<file path="src/rtl/pulse_capture_pkg.sv">
// Shared types and helpers for the pulse-capture scheduler.
package pulse_capture_pkg;

  localparam int unsigned DEF_NUM_CH    = 4;
  localparam int unsigned DEF_BUS_WIDTH = 32;
  localparam int unsigned DEF_TIMEOUT_W = 24;
  localparam int unsigned MAX_CH        = 8;

  typedef enum logic [2:0] {
    S_IDLE,
    S_ARM,
    S_WAIT,
    S_READ,
    S_CLEAR,
    S_OUT
  } sched_state_t;

  function automatic logic [MAX_CH-1:0] onehot(input logic [2:0] idx);
    onehot      = '0;
    onehot[idx] = 1'b1;
  endfunction

endpackage

</file>
<file path="src/rtl/rr_arbiter.sv">
// Combinational round-robin picker: first set request at or after ptr, wrapping.
module rr_arbiter #(
  parameter int unsigned N  = 4,
  parameter int unsigned IW = $clog2(N)
) (
  input  logic [N-1:0]  req,
  input  logic [IW-1:0] ptr,
  output logic [IW-1:0] grant,
  output logic          valid
);

  always_comb begin
    grant = '0;
    valid = 1'b0;
    for (int unsigned i = 0; i < N; i++) begin
      if (!valid && req[IW'((32'(ptr) + i) % N)]) begin
        valid = 1'b1;
        grant = IW'((32'(ptr) + i) % N);
      end
    end
  end

endmodule

</file>
<file path="src/rtl/pulse_capture_sched.sv">
// Round-robin scheduler for NUM_CH pulse-capture channels sharing one result bus.
// Optional capture-window timeout enabled by defining PULSE_CAPTURE_SCHED_TIMEOUT_EN.
module pulse_capture_sched
  import pulse_capture_pkg::*;
#(
  parameter int unsigned NUM_CH    = DEF_NUM_CH,
  parameter int unsigned BUS_WIDTH = DEF_BUS_WIDTH,
  parameter int unsigned TIMEOUT_W = DEF_TIMEOUT_W
) (
  input  logic                      clk,
  input  logic                      rst,
  input  logic                      start,
  input  logic                      stop,
  input  logic [NUM_CH-1:0]         ch_mask,
  input  logic                      continuous,
  input  logic [TIMEOUT_W-1:0]      timeout_val,
  output logic [NUM_CH-1:0]         cap_trig,
  input  logic [NUM_CH-1:0]         cap_int,
  output logic [NUM_CH-1:0]         cap_int_clr,
  output logic [NUM_CH-1:0]         cap_oe,
  input  logic [BUS_WIDTH-1:0]      cap_data,
  output logic                      res_valid,
  input  logic                      res_ready,
  output logic [$clog2(NUM_CH)-1:0] res_ch,
  output logic [BUS_WIDTH-1:0]      res_data,
  output logic                      res_timeout,
  output logic                      busy,
  output logic                      round_done
);

  localparam int unsigned IW = $clog2(NUM_CH);

  sched_state_t      state;
  logic [NUM_CH-1:0] mask_q;
  logic [NUM_CH-1:0] pending;
  logic [NUM_CH-1:0] req;
  logic              cont_q;
  logic [IW-1:0]     rr_ptr;
  logic [IW-1:0]     granted;
  logic [IW-1:0]     arb_idx;
  logic              arb_valid;

  // Only channels still owed a result in this round may win the bus.
  assign req = pending & cap_int;

  rr_arbiter #(
    .N  (NUM_CH),
    .IW (IW)
  ) u_arb (
    .req   (req),
    .ptr   (rr_ptr),
    .grant (arb_idx),
    .valid (arb_valid)
  );

`ifdef PULSE_CAPTURE_SCHED_TIMEOUT_EN
  logic [TIMEOUT_W-1:0] tval_q;
  logic [TIMEOUT_W-1:0] tcnt;
  logic [IW-1:0]        low_idx;
  logic                 low_seen;
  logic                 to_hit;

  always_comb begin
    low_idx  = '0;
    low_seen = 1'b0;
    for (int unsigned i = 0; i < NUM_CH; i++) begin
      if (pending[i] && !low_seen) begin
        low_idx  = IW'(i);
        low_seen = 1'b1;
      end
    end
  end

  // tcnt saturates, so once expired every remaining channel times out in turn.
  assign to_hit = (tval_q != '0) && (tcnt >= tval_q) && (pending != '0);
`else
  logic unused_timeout;
  assign unused_timeout = ^timeout_val;
  assign res_timeout    = 1'b0;
`endif

  always_ff @(posedge clk or posedge rst) begin
    if (rst) begin
      state       <= S_IDLE;
      mask_q      <= '0;
      pending     <= '0;
      cont_q      <= 1'b0;
      rr_ptr      <= '0;
      granted     <= '0;
      cap_trig    <= '0;
      cap_int_clr <= '0;
      cap_oe      <= '0;
      res_valid   <= 1'b0;
      res_ch      <= '0;
      res_data    <= '0;
      busy        <= 1'b0;
      round_done  <= 1'b0;
`ifdef PULSE_CAPTURE_SCHED_TIMEOUT_EN
      tval_q      <= '0;
      tcnt        <= '0;
      res_timeout <= 1'b0;
`endif
    end else begin
      cap_trig    <= '0;
      cap_int_clr <= '0;
      cap_oe      <= '0;
      round_done  <= 1'b0;
      case (state)
        S_IDLE: begin
          if (start && (ch_mask != '0)) begin
            mask_q   <= ch_mask;
            cont_q   <= continuous;
            pending  <= ch_mask;
            cap_trig <= ch_mask;
            busy     <= 1'b1;
`ifdef PULSE_CAPTURE_SCHED_TIMEOUT_EN
            tval_q   <= timeout_val;
`endif
            state    <= S_ARM;
          end
        end
        S_ARM: begin
`ifdef PULSE_CAPTURE_SCHED_TIMEOUT_EN
          tcnt  <= '0;
`endif
          state <= S_WAIT;
        end
        S_WAIT: begin
          if (arb_valid) begin
            granted <= arb_idx;
            cap_oe  <= NUM_CH'(onehot(3'(arb_idx)));
            state   <= S_READ;
          end
`ifdef PULSE_CAPTURE_SCHED_TIMEOUT_EN
          else if (to_hit) begin
            res_ch           <= low_idx;
            res_data         <= '0;
            res_timeout      <= 1'b1;
            res_valid        <= 1'b1;
            pending[low_idx] <= 1'b0;
            state            <= S_OUT;
          end else if (tcnt != '1) begin
            tcnt <= tcnt + 1'b1;
          end
`endif
        end
        S_READ: begin
          res_data    <= cap_data;
          res_ch      <= granted;
`ifdef PULSE_CAPTURE_SCHED_TIMEOUT_EN
          res_timeout <= 1'b0;
`endif
          cap_int_clr <= NUM_CH'(onehot(3'(granted)));
          state       <= S_CLEAR;
        end
        S_CLEAR: begin
          pending   <= pending & ~NUM_CH'(onehot(3'(granted)));
          rr_ptr    <= (granted == IW'(NUM_CH - 1)) ? '0 : granted + 1'b1;
          res_valid <= 1'b1;
          state     <= S_OUT;
        end
        S_OUT: begin
          if (res_ready) begin
            res_valid <= 1'b0;
            if (pending != '0) begin
              state <= S_WAIT;
            end else begin
              round_done <= 1'b1;
              if (cont_q && !stop) begin
                pending  <= mask_q;
                cap_trig <= mask_q;
                state    <= S_ARM;
              end else begin
                busy  <= 1'b0;
                state <= S_IDLE;
              end
            end
          end
        end
        default: state <= S_IDLE;
      endcase
    end
  end

endmodule

</file>
<file path="config.mk">
export PLATFORM = sky130hd
export DESIGN_NAME = pulse_capture_sched
export DESIGN_NICKNAME = d
export VERILOG_FILES = /design/src/rtl/pulse_capture_pkg.sv /design/src/rtl/rr_arbiter.sv /design/src/rtl/pulse_capture_sched.sv
export SDC_FILE = /design/constraint.sdc
export NUM_CORES = 1
export LEC_CHECK = 0
export ABC_AREA = 0
export CORE_AREA = 2 2 84 86
export CTS_BUF_LIST = sky130_fd_sc_hd__clkbuf_16
export DETAILED_ROUTE_END_ITERATION = 10
export DIE_AREA = 0 0 86 88
export PLACE_DENSITY = 0.83
export RECOVER_POWER = 50
export SKIP_LAST_GASP = 1
export SLEW_MARGIN = 20
export SYNTH_ARGS = -nofsm -noshare
export SYNTH_HDL_FRONTEND = slang
export SYNTH_SLANG_ARGS = --single-unit
</file>
<file path="constraint.sdc">
create_clock -name clk -period 2.49 [get_ports clk]
set_input_delay 0.498 -clock clk [delete_from_list [all_inputs] [get_ports clk]]
set_output_delay 0.498 -clock clk [all_outputs]
set_load 0.02 [all_outputs]
</file>
---- Word level (Yosys, flattened, before mapping) ----
Cells that the tools add are included.
word-level totals
  bits of input ports ..................... 70
  bits in registers ....................... 65
  output and inout port bits .............. 50
  logic and storage cells ................. 114
cells by class
  $add $sub $neg .......................... 4
  order comparisons ....................... 8
  mux-type cells .......................... 50
  reduce and logical (&&, ||, !) cells .... 23
  equal/unequal tests ..................... 12
  bitwise operators ....................... 3
operator list
  kind                   number
  $mux W4                11
  $mux W1                19
  $pmux W3 S6            1
  $lt A2 B3 Y1 const B   4
  $mux W2                6
  $ne A2 B2 Y1 const B   6
  $pmux W4 S3            1
  $reduce_and A5 Y1      2
  $mux W3                3
  $and A4 B4 Y4          2
  $bmux W1 S2            4
  $lt A2 B4 Y1 const B   2
  $pmux W4 S2            1
  $reduce_bool A4 Y1     2
  $logic_and A1 B1 Y1    7
  $eq A3 B2 Y1 const B   2
  $eq A3 B3 Y1 const B   2
  $reduce_and A2 Y1      3
  $add A2 B1 Y2 const B  2
  $add A2 B2 Y2 const B  2
  $demux W1 S2           2
  $ge A2 B1 Y1 const B   2
  $logic_not A1 Y1       4
  $not A4 Y4             1
  other kinds (7)        9

---- Depth between registers and ports, before layout ----
Gate-level depths: netlist of the first run.
  depth in word-level cells ............... 19
  gate-level depth with buffers ........... 6
  depth with buffers taken out ............ 5

---- By module ----
Synthesis of the first run repeated with hierarchy kept, for this count alone.
unflattened totals
  cells, all modules ...................... 211
  area, all modules ....................... 2,708.8 um2
modules (own cells, without submodules)
  module               area each (um2)  times used  seq. area each (um2)  cells each
  pulse_capture_sched  2,631.3          1           1,626.6               196
  rr_arbiter           77.6             1           0.0                   15

---- Worst setup path after synthesis of the first run ----
No wires, ideal clock.
  path type ............................... in2reg
  start point ............................. input port ch_mask[1]
  end point ............................... register cont_q
  arrival ................................. 1.630 ns
  setup time .............................. 0.125 ns
  stages on the path ...................... 3
  buffers on the path ..................... 0
  slack ................................... 0.736 ns
  required time ........................... 2.365 ns
  path through ............................ or4_1 > nand3_1 > mux2_2
between the ends
  longest elaborated chain between the ends .. 3
RTL lines
  element                      RTL line                    text
  start: declaration           pulse_capture_sched.sv:14   input logic [NUM_CH-1:0] ch_mask,
  $reduce_bool A4 Y1           pulse_capture_sched.sv:110  if (start && (ch_mask != '0)) begin
  $logic_and A1 B1 Y1          pulse_capture_sched.sv:110
  $reduce_and A2 Y1 (no line)  n/a
  end signal: assignment       pulse_capture_sched.sv:112  cont_q <= continuous;
  end: declaration             pulse_capture_sched.sv:37   logic cont_q;
Every way passes these cells.
A chain may end at the register's enable or synchronous reset.

---- Final worst setup path of the first run ----
  start point ............................. register state[2]
  end point ............................... register granted[0]
between the ends
  longest elaborated chain between the ends .. 2
RTL lines
  element                      RTL line                    text
  start: declaration           pulse_capture_sched.sv:33   sched_state_t state;
  start signal: assignment     pulse_capture_sched.sv:84   state <= S_IDLE;
  start signal: assignment     pulse_capture_sched.sv:119  state <= S_ARM;
  start signal: assignment     pulse_capture_sched.sv:126  state <= S_WAIT;
  $eq A3 B2 Y1                 pulse_capture_sched.sv:108  case (state)
  $reduce_and A2 Y1 (no line)  n/a
  end signal: assignment       pulse_capture_sched.sv:130  granted <= arb_idx;
  end: declaration             pulse_capture_sched.sv:39   logic [IW-1:0] granted;
Every way passes these cells.

==> impl_metrics.json, run 1 <==
{
  "hold_start": "res_ch[0]",
  "outcome": "finished clean",
  "clk_pin_slew_ps": 50,
  "coreArea_um2": 6640,
  "wl_per_cell_um": 14.8,
  "fmax_mhz": 474,
  "clock_sinks": 65,
  "cp_max_fo": 14,
  "startpoint_type": "register",
  "min_path_cells": 2,
  "period_share": 0.848,
  "grt_pass1_vias": 1941,
  "cp.required_ps": 2690,
  "grt_usage": 0.164,
  "ctsResizeCount": 0,
  "setup_violations": 0,
  "hold_viol": 0,
  "via_count": 1999,
  "min_period_ps": 2110,
  "vdd.ir_drop.worst_mv": 0.541,
  "layout-drive-gt1-share": 0.196,
  "post-dp-hpwl_mm": 4.05,
  "wl_mm": 5.85,
  "ctsRootBufferMaster": "clkbuf_16",
  "die_h_um": 88,
  "place_ws_ps": 188,
  "gp_congestion": 0.851,
  "firstDrtPassIters": 4,
  "start_util": 0.410,
  "viasPerCell": 5.05,
  "antenna_cells": 0,
  "synthDistinctLibCells": 39,
  "overflow": 0,
  "p_leak_nw": 1.76,
  "yosys.area.top_type": "dfrtp_1",
  "finalSetupTns_ps": 0,
  "r2r-end": "granted[0]",
  "pwr_density_cell_nw_per_um2": 1300,
  "crit_type": "reg -> reg",
  "synth_top_area_share": 0.597,
  "drc": 0,
  "cts-buffers-inserted": 9,
  "rsz0062_at_grt": "no",
  "hold_path.class": "reg -> reg",
  "die_width_um": 86,
  "ys_ff_latch": 65,
  "min_to": "res_ch[0]",
  "area_growth_pct": 48.3,
  "ios": 120,
  "cp_data_arrival_time_ps": 2310,
  "final_cell_mix": "clkdlybuf4s50_1 (89), dfrtp_1 (65), mux2_2 (37)",
  "postCtsSetupBuffers": 0,
  "skew_ps": 5.21,
  "syn_area_per_cell_um2": 12.9,
  "clkLatencyLatePin_ps": 320,
  "grt_max_degree": 66,
  "grt_pass1_wl_mm": 9.50,
  "r2r-start": "state[2]",
  "reg2regPathDepth": 3,
  "slew_headroom": 0.386,
  "holdWs_ps": 475,
  "endpoint_kind": "register",
  "synth_nets": 286,
  "synthTopCellsByArea": "dfrtp_1 (60%), mux2_2 (15%), nand2_1 (2.5%)",
  "cts_tree": "built",
  "port-buffer-count": 94,
  "htreeDepth": 3,
  "cap_viol_max_count": 0,
  "holdBufCountCts": 0,
  "final_max_slew_viol_count": 0,
  "netlist_area_um2": 2730,
  "cts.path.max_buffers": 2,
  "synth.yosys.warnings": 0,
  "synth_cells": 212,
  "worst_slack_ps": 380,
  "final_common_cell": "clkdlybuf4s50_1",
  "worstMarginPinSlew_ps": 920,
  "final_nets": 385,
  "yosysSeqAreaShare": 0.597,
  "dieArea_um2": 7570,
  "antenna_found_initial": 0,
  "ant_nets": 0,
  "rows": 30,
  "drt_iter0_drc": 64,
  "reg2reg_slack_ps": 380
}
-- worst max-delay path: stages, from the launching register on --
cell and delay [ps]:
dfrtp_1 520, or3b_1 460, a41oi_1 600, mux2_2 410
-- power by group --
group	total (W)	leakage [nW]	switching (W)	internal [W]
Combinational	0.00215	0.820	0.00102	0.00113
Sequential	0.00182	0.794	0.000312	0.00151
Clock	0.00130	0.150	0.000432	0.000864
Total	0.00526	1.76	0.00177	0.00350
-- per-layer routing --
layer / vias to the layer above / global-route usage / wire length, um
met5: - / 0 / 0
met4: 0 / 0.0837 / 89
met3: 9 / 0.0462 / 384
met2: 73 / 0.269 / 2810
met1: 968 / 0.200 / 2560
li1: 949 / - / -
-- synth_stat cells, drive strengths merged --
cell / instances
buf: 7
clkbuf: 2
nor3: 2
nand3b: 1
nor3b: 2
dfrtp: 65
a22o: 1
a21oi: 2
a311oi: 1
a41oi: 2
o21ai: 11
or3b: 2
o31ai: 2
mux2i: 1
conb: 1
mux2: 37
nor4: 1
ha: 4
nand3: 8
and4: 1
and3: 2
or3: 1
o41ai: 4
inv: 11
a211oi: 1
a22oi: 1
and3b: 1
nand4b: 1
a31oi: 2
a21bo: 1
nor2: 10
nor2b: 5
nand2: 18
or4: 1
-- kinds of logic (layout without fill, tap and decap cells) --
logic type / Yosys count / in the layout / synth area share
compound gates: 28 / 28 / 0.0817
fa+ha+maj: 4 / 4 / 0.0184
buf+inv: 20 / 124 / 0.0317
flops: 65 / 65 / 0.597
mux: 38 / 38 / 0.157
other cells: 1 / 1 / 0.00138
simple gates: 56 / 56 / 0.113
-- metrics by stage --
stage	total power [W]	util	cell area (um^2)	std cells
6_report	0.00526	0.608	4040	396
3_5_place_dp	0.00402	0.565	3760	380
2_1_floorplan	0.00307	-	2730	212
4_1_cts	0.00535	0.612	4070	396
5_1_grt	0.00557	0.608	4040	396
3_3_place_gp	0.00394	0.565	3760	380
-- worst max path at each step --
stage / from / end / slack [ps]
floorplan: rst / busy / 370
global placement: ch_mask[1] / mask_q[0] / 220
detailed placement: ch_mask[0] / mask_q[0] / 190
CTS: ch_mask[0] / mask_q[0] / 530
global route: state[2] / res_data[22] / 270
finish: state[2] / granted[0] / 380
-- flip-flops by register name (all words and copies together) (netlist names) --
signal,count
cont_q,1
mask_q,4
cap_int_clr,4
res_data,32
cap_oe,4
cap_trig,4
res_ch,2
busy,1
granted,2
pending,4
rr_ptr,2
state,3
res_valid,1
round_done,1
-- area by class of cell --
cell class	instances	area, um^2
fill	527	2600
clock inverter	7	85.1
multi-input combinational	127	991
sequential	65	1630
clock buffer	9	225
inverter	11	41.3
timing repair buffer	97	973
tap	80	100
Power figures use the tool's default switching activity.
==> run 2: changes to the inputs <==
- CORE_AREA: 2 2 84 86 -> 2 2 88 90
- DIE_AREA: 0 0 86 88 -> 0 0 90 92
- PLACE_DENSITY: 0.83 -> 0.79
- clock period: 2.49 -> 1.7 ns (I/O delays scaled with it)
==> impl_metrics.json, run 2 (synthesized netlist as in run 1, its figures left out) <==
{
  "outcome": "finished clean",
  "cts.path.max_buffers": 2,
  "vdd.ir_drop.worst_mv": 0.868,
  "dieArea_um2": 8280,
  "port-buffer-count": 94,
  "final_cell_mix": "clkdlybuf4s50_1 (93), dfrtp_1 (64), mux2_2 (37)",
  "crit_type": "in -> reg",
  "largest_reg_flops": 32,
  "pwr_density_cell_nw_per_um2": 1820,
  "cp_data_arrival_time_ps": 1910,
  "regMostFlops": "res_data",
  "postCtsSetupBuffers": 0,
  "min_to": "mask_q[2]",
  "holdWs_ps": 478,
  "die_h_um": 92,
  "skew_ps": 8.10,
  "setup_violations": 0,
  "drc": 0,
  "cp.required_ps": 1950,
  "firstDrtPassIters": 4,
  "htreeDepth": 3,
  "antenna_found_initial": 0,
  "rows": 32,
  "final_common_cell": "clkdlybuf4s50_1",
  "clock_sinks": 65,
  "start_util": 0.366,
  "fmax_mhz": 605,
  "wl_per_cell_um": 14.0,
  "grt_pass1_wl_mm": 9.96,
  "antenna_cells": 0,
  "grt_pass1_vias": 2136,
  "coreArea_um2": 7450,
  "layout-drive-gt1-share": 0.271,
  "holdBufCountCts": 0,
  "cp_max_fo": 4,
  "final_max_slew_viol_count": 0,
  "reg2reg_slack_ps": 90,
  "overflow": 0,
  "grt_usage": 0.150,
  "cts_tree": "built",
  "final_nets": 405,
  "instances_no_fill": 438,
  "wl_mm": 6.15,
  "ios": 120,
  "clk_pin_slew_ps": 50,
  "gp_congestion": 0.798,
  "area_growth_pct": 56.2,
  "cp_slowest_cell": "or4_4",
  "endpoint_kind": "register",
  "min_period_ps": 1650,
  "grt_max_degree": 42,
  "drt_iter0_drc": 57,
  "hold_viol": 0,
  "fill_cells": 651,
  "clkLatencyLatePin_ps": 320,
  "place_inst": 422,
  "startpoint_type": "input port",
  "cts-buffers-inserted": 9,
  "finalSetupTns_ps": 0,
  "viasPerCell": 4.70,
  "crit_chain": "clkdlybuf4s50_1 > or4_4 > a21oi_2 > buf_4 > o41ai_2 > nand3_1",
  "hold_start": "mask_q[2]",
  "p_leak_nw": 1.85,
  "reg2regPathDepth": 4,
  "cap_viol_max_count": 0,
  "die_width_um": 90,
  "r2r-end": "pending[0]",
  "hold_path.class": "reg -> reg",
  "worstMarginPinSlew_ps": 646,
  "r2r-start": "pending[3]",
  "max_stage_delay_ps": 580,
  "period_share": 0.973,
  "ant_nets": 0,
  "ctsRootBufferMaster": "clkbuf_16",
  "slew_headroom": 0.569,
  "post-dp-hpwl_mm": 4.52,
  "min_path_cells": 2,
  "via_count": 2060
}
-- run 2: changes by cell type in the layout (fill, tap and decap cells not counted), moves of 2 or more --
cell,before,now
a41oi_4,0,2
bufinv_16,2,0
o41ai_1,4,0
dlygate4sd3_1,5,1
clkdlybuf4s50_1,89,93
buf_4,1,19
o41ai_2,0,4
-- run 2: through the flow --
stage / utilization / setup WS, ps / total power (W) / cell area, um^2
after floorplan: - / 76.8 / 0.00450 / 2730
after global placement: 0.532 / -329 / 0.00602 / 3960
after detailed placement: 0.532 / -358 / 0.00614 / 3960
after CTS: 0.570 / -4.46 / 0.00781 / 4250
after global routing: 0.571 / -23.4 / 0.00820 / 4260
final: 0.571 / 46.6 / 0.00775 / 4260
-- run 2: cell type report --
class	count	area, um^2	share of cell area
clock buffer	9	225	0.0529
sequential	65	1630	0.383
multi-input combinational	127	1060	0.250
inverter	11	42.5	0.0100
timing repair buffer	117	1130	0.266
clock inverter	7	37.5	0.00882
tap	102	128	0.0300
-- run 2: repair_timing --
item                       CTS  global route
pin swaps                    0             1
setup endpoints to repair    5            10
gates resized for setup      3             5
-- run 2: layer usage --
layer | wire length [um] | global-route usage | share of wire
met1 | 2600 | 0.183 | 0.42
met2 | 3170 | 0.254 | 0.52
met3 | 243 | 0.0320 | 0.040
met4 | 136 | 0.0756 | 0.022
met5 | 0 | 0 | 0
-- run 2: worst max-delay path by stage --
stage                  to  cells after the start        from
2_1_floorplan  granted[0]                      4    state[0]
5_1_grt        pending[3]                      4  pending[3]
3_3_place_gp    mask_q[1]                      4  ch_mask[1]
6_report       pending[2]                      6  ch_mask[1]
4_1_cts        pending[0]                      4  pending[0]
3_5_place_dp    mask_q[0]                      4  ch_mask[1]
-- run 2: worst max-delay path, delay by kind of cell --
family	cells	cell delay, ps
buffers and inverters	2	600
AND/OR/NAND/NOR	2	680
AO/OA/AOI/OAI	2	290
-- run 2: report_power, final --
group / switching (W) / internal [W]
Combinational: 0.00167 / 0.00188
Clock: 0.000635 / 0.000966
Sequential: 0.000391 / 0.00221
==> run 3: changes to the inputs <==
- SETUP_SLACK_MARGIN: default -> 0.4
==> impl_metrics.json, run 3 (synthesized netlist as in run 1, its figures left out) <==
{
  "regMostFlops": "res_data",
  "viasPerCell": 4.98,
  "r2r-start": "pending[0]",
  "clock_sinks": 65,
  "rsz0062_at_grt": "yes",
  "rows": 32,
  "final_cell_mix": "dfrtp_1 (63), clkdlybuf4s50_1 (40), mux2_4 (33)",
  "wl_per_cell_um": 17.2,
  "slew_headroom": 0.628,
  "cp_slowest_cell": "dfrtp_1",
  "antenna_found_initial": 0,
  "dieArea_um2": 8280,
  "critPathCapture": "pending[0]",
  "grt_pass1_vias": 2454,
  "clkLatencyLatePin_ps": 320,
  "port-buffer-count": 94,
  "clk_pin_slew_ps": 50,
  "regArea_um2": 1630,
  "start_util": 0.366,
  "worstMarginPinSlew_ps": 555,
  "dpl_cell_area_um2": 4090,
  "place_ws_ps": -221,
  "cp.required_ps": 1950,
  "antenna_cells": 0,
  "startpoint_type": "register",
  "pwr_density_cell_nw_per_um2": 1850,
  "hold_viol": 0,
  "htreeDepth": 3,
  "endpoint_kind": "register",
  "coreArea_um2": 7450,
  "grt_usage": 0.193,
  "final_common_cell": "dfrtp_1",
  "vdd.ir_drop.worst_mv": 0.814,
  "cts.path.max_buffers": 2,
  "drt_iter0_drc": 63,
  "final_max_slew_viol_count": 0,
  "period_share": 0.981,
  "drc": 0,
  "multi_input_area_um2": 1330,
  "firstDrtPassIters": 4,
  "reg2reg_slack_ps": 30,
  "post-dp-hpwl_mm": 4.62,
  "worst_slack_ps": 32.5,
  "ant_nets": 0,
  "layout-drive-gt1-share": 0.466,
  "final_cell_area_um2": 4780,
  "cts_tree": "built",
  "hold_path.class": "in -> async",
  "final_nets": 434,
  "gp_congestion": 0.823,
  "wl_mm": 8.01,
  "setup_violations": 0,
  "grt_pass1_wl_mm": 12.5,
  "die_h_um": 92,
  "crit_chain": "nor4_4 > a41oi_4 > or3_4 > o21ai_2",
  "reg2regPathDepth": 4,
  "largest_reg_flops": 32,
  "p_leak_nw": 2.22,
  "ios": 120,
  "fill_cells": 561,
  "skew_ps": 4.71,
  "crit_type": "reg -> reg",
  "cap_viol_max_count": 0,
  "min_period_ps": 1670,
  "max_stage_delay_ps": 410,
  "r2r-end": "pending[0]",
  "cp_max_fo": 5,
  "startpoint": "pending[0]",
  "via_count": 2324,
  "overflow": 0,
  "fmax_mhz": 600,
  "area_growth_pct": 75.5,
  "outcome": "finished clean",
  "cp_data_arrival_time_ps": 1920,
  "ctsRootBufferMaster": "clkbuf_16",
  "grt_max_degree": 33,
  "cts-buffers-inserted": 9,
  "die_width_um": 90
}
## run 3: cell count changes in the layout (fill, tap and decap cells not counted), sizes merged
cell / before / now
clkdlybuf4s15: 0 / 13
dlygate4sd2: 0 / 4
buf: 21 / 60
bufinv: 0 / 1
clkinv: 5 / 4
clkbuf: 11 / 37
clkdlybuf4s50: 93 / 40
## run 3: critical path: cells and delay by family, from the launching register on
family / cells / cell delay, ps
flip-flops: 1 / 410
AND/OR/NAND/NOR: 2 / 810
AO/OA/AOI/OAI: 2 / 370
## run 3: timing repair
action / 4_1_cts / 5_1_grt
gates resized for setup: 213 / 49
hold buffers: 0 / 0
gates cloned: 5 / 2
pin swaps: 16 / 10
setup endpoints to repair: 109 / 78
setup buffers: 15 / 6
## run 3: power by group
part	internal, W	switching (W)	total, W
clock	0.00111	0.000640	0.00175
sequential	0.00222	0.000461	0.00268
combinational	0.00230	0.00213	0.00443
## run 3: how the worst min path moves through the flow
stage                        end  slack [ps]  cells past startpoint
floorplan              mask_q[2]         450                      2
global placement       mask_q[2]         460                      2
detailed placement     mask_q[2]         470                      2
CTS                  res_data[5]         340                      2
global route        res_data[13]         520                      1
finish               res_data[5]         500                      2
## run 3: final cells by class
class,instances,area share
multi-input cells,127,0.278
well taps,102,0.0267
clock inverters,7,0.0128
flip-flops and latches,65,0.341
inverters,11,0.00942
clock buffers,9,0.0471
repair buffers,146,0.285
## run 3: stage by stage
stage	util	setup TNS, ps	instances	total power [W]	hold slack [ps]
after floorplan	-	0	212	0.00488	447
after global placement	0.549	-2030	423	0.00634	460
after detailed placement	0.549	-2480	423	0.00644	470
after CTS	0.631	0	459	0.00858	335
after global routing	0.642	-125	467	0.00933	518
final	0.642	0	467	0.00886	500
## run 3: routing by layer
layer	wire (um)	vias to the layer above	global-route usage
li1	-	1051	-
met1	3270	1167	0.225
met2	4170	93	0.342
met3	419	13	0.0477
met4	146	0	0.0744
met5	0	-	0
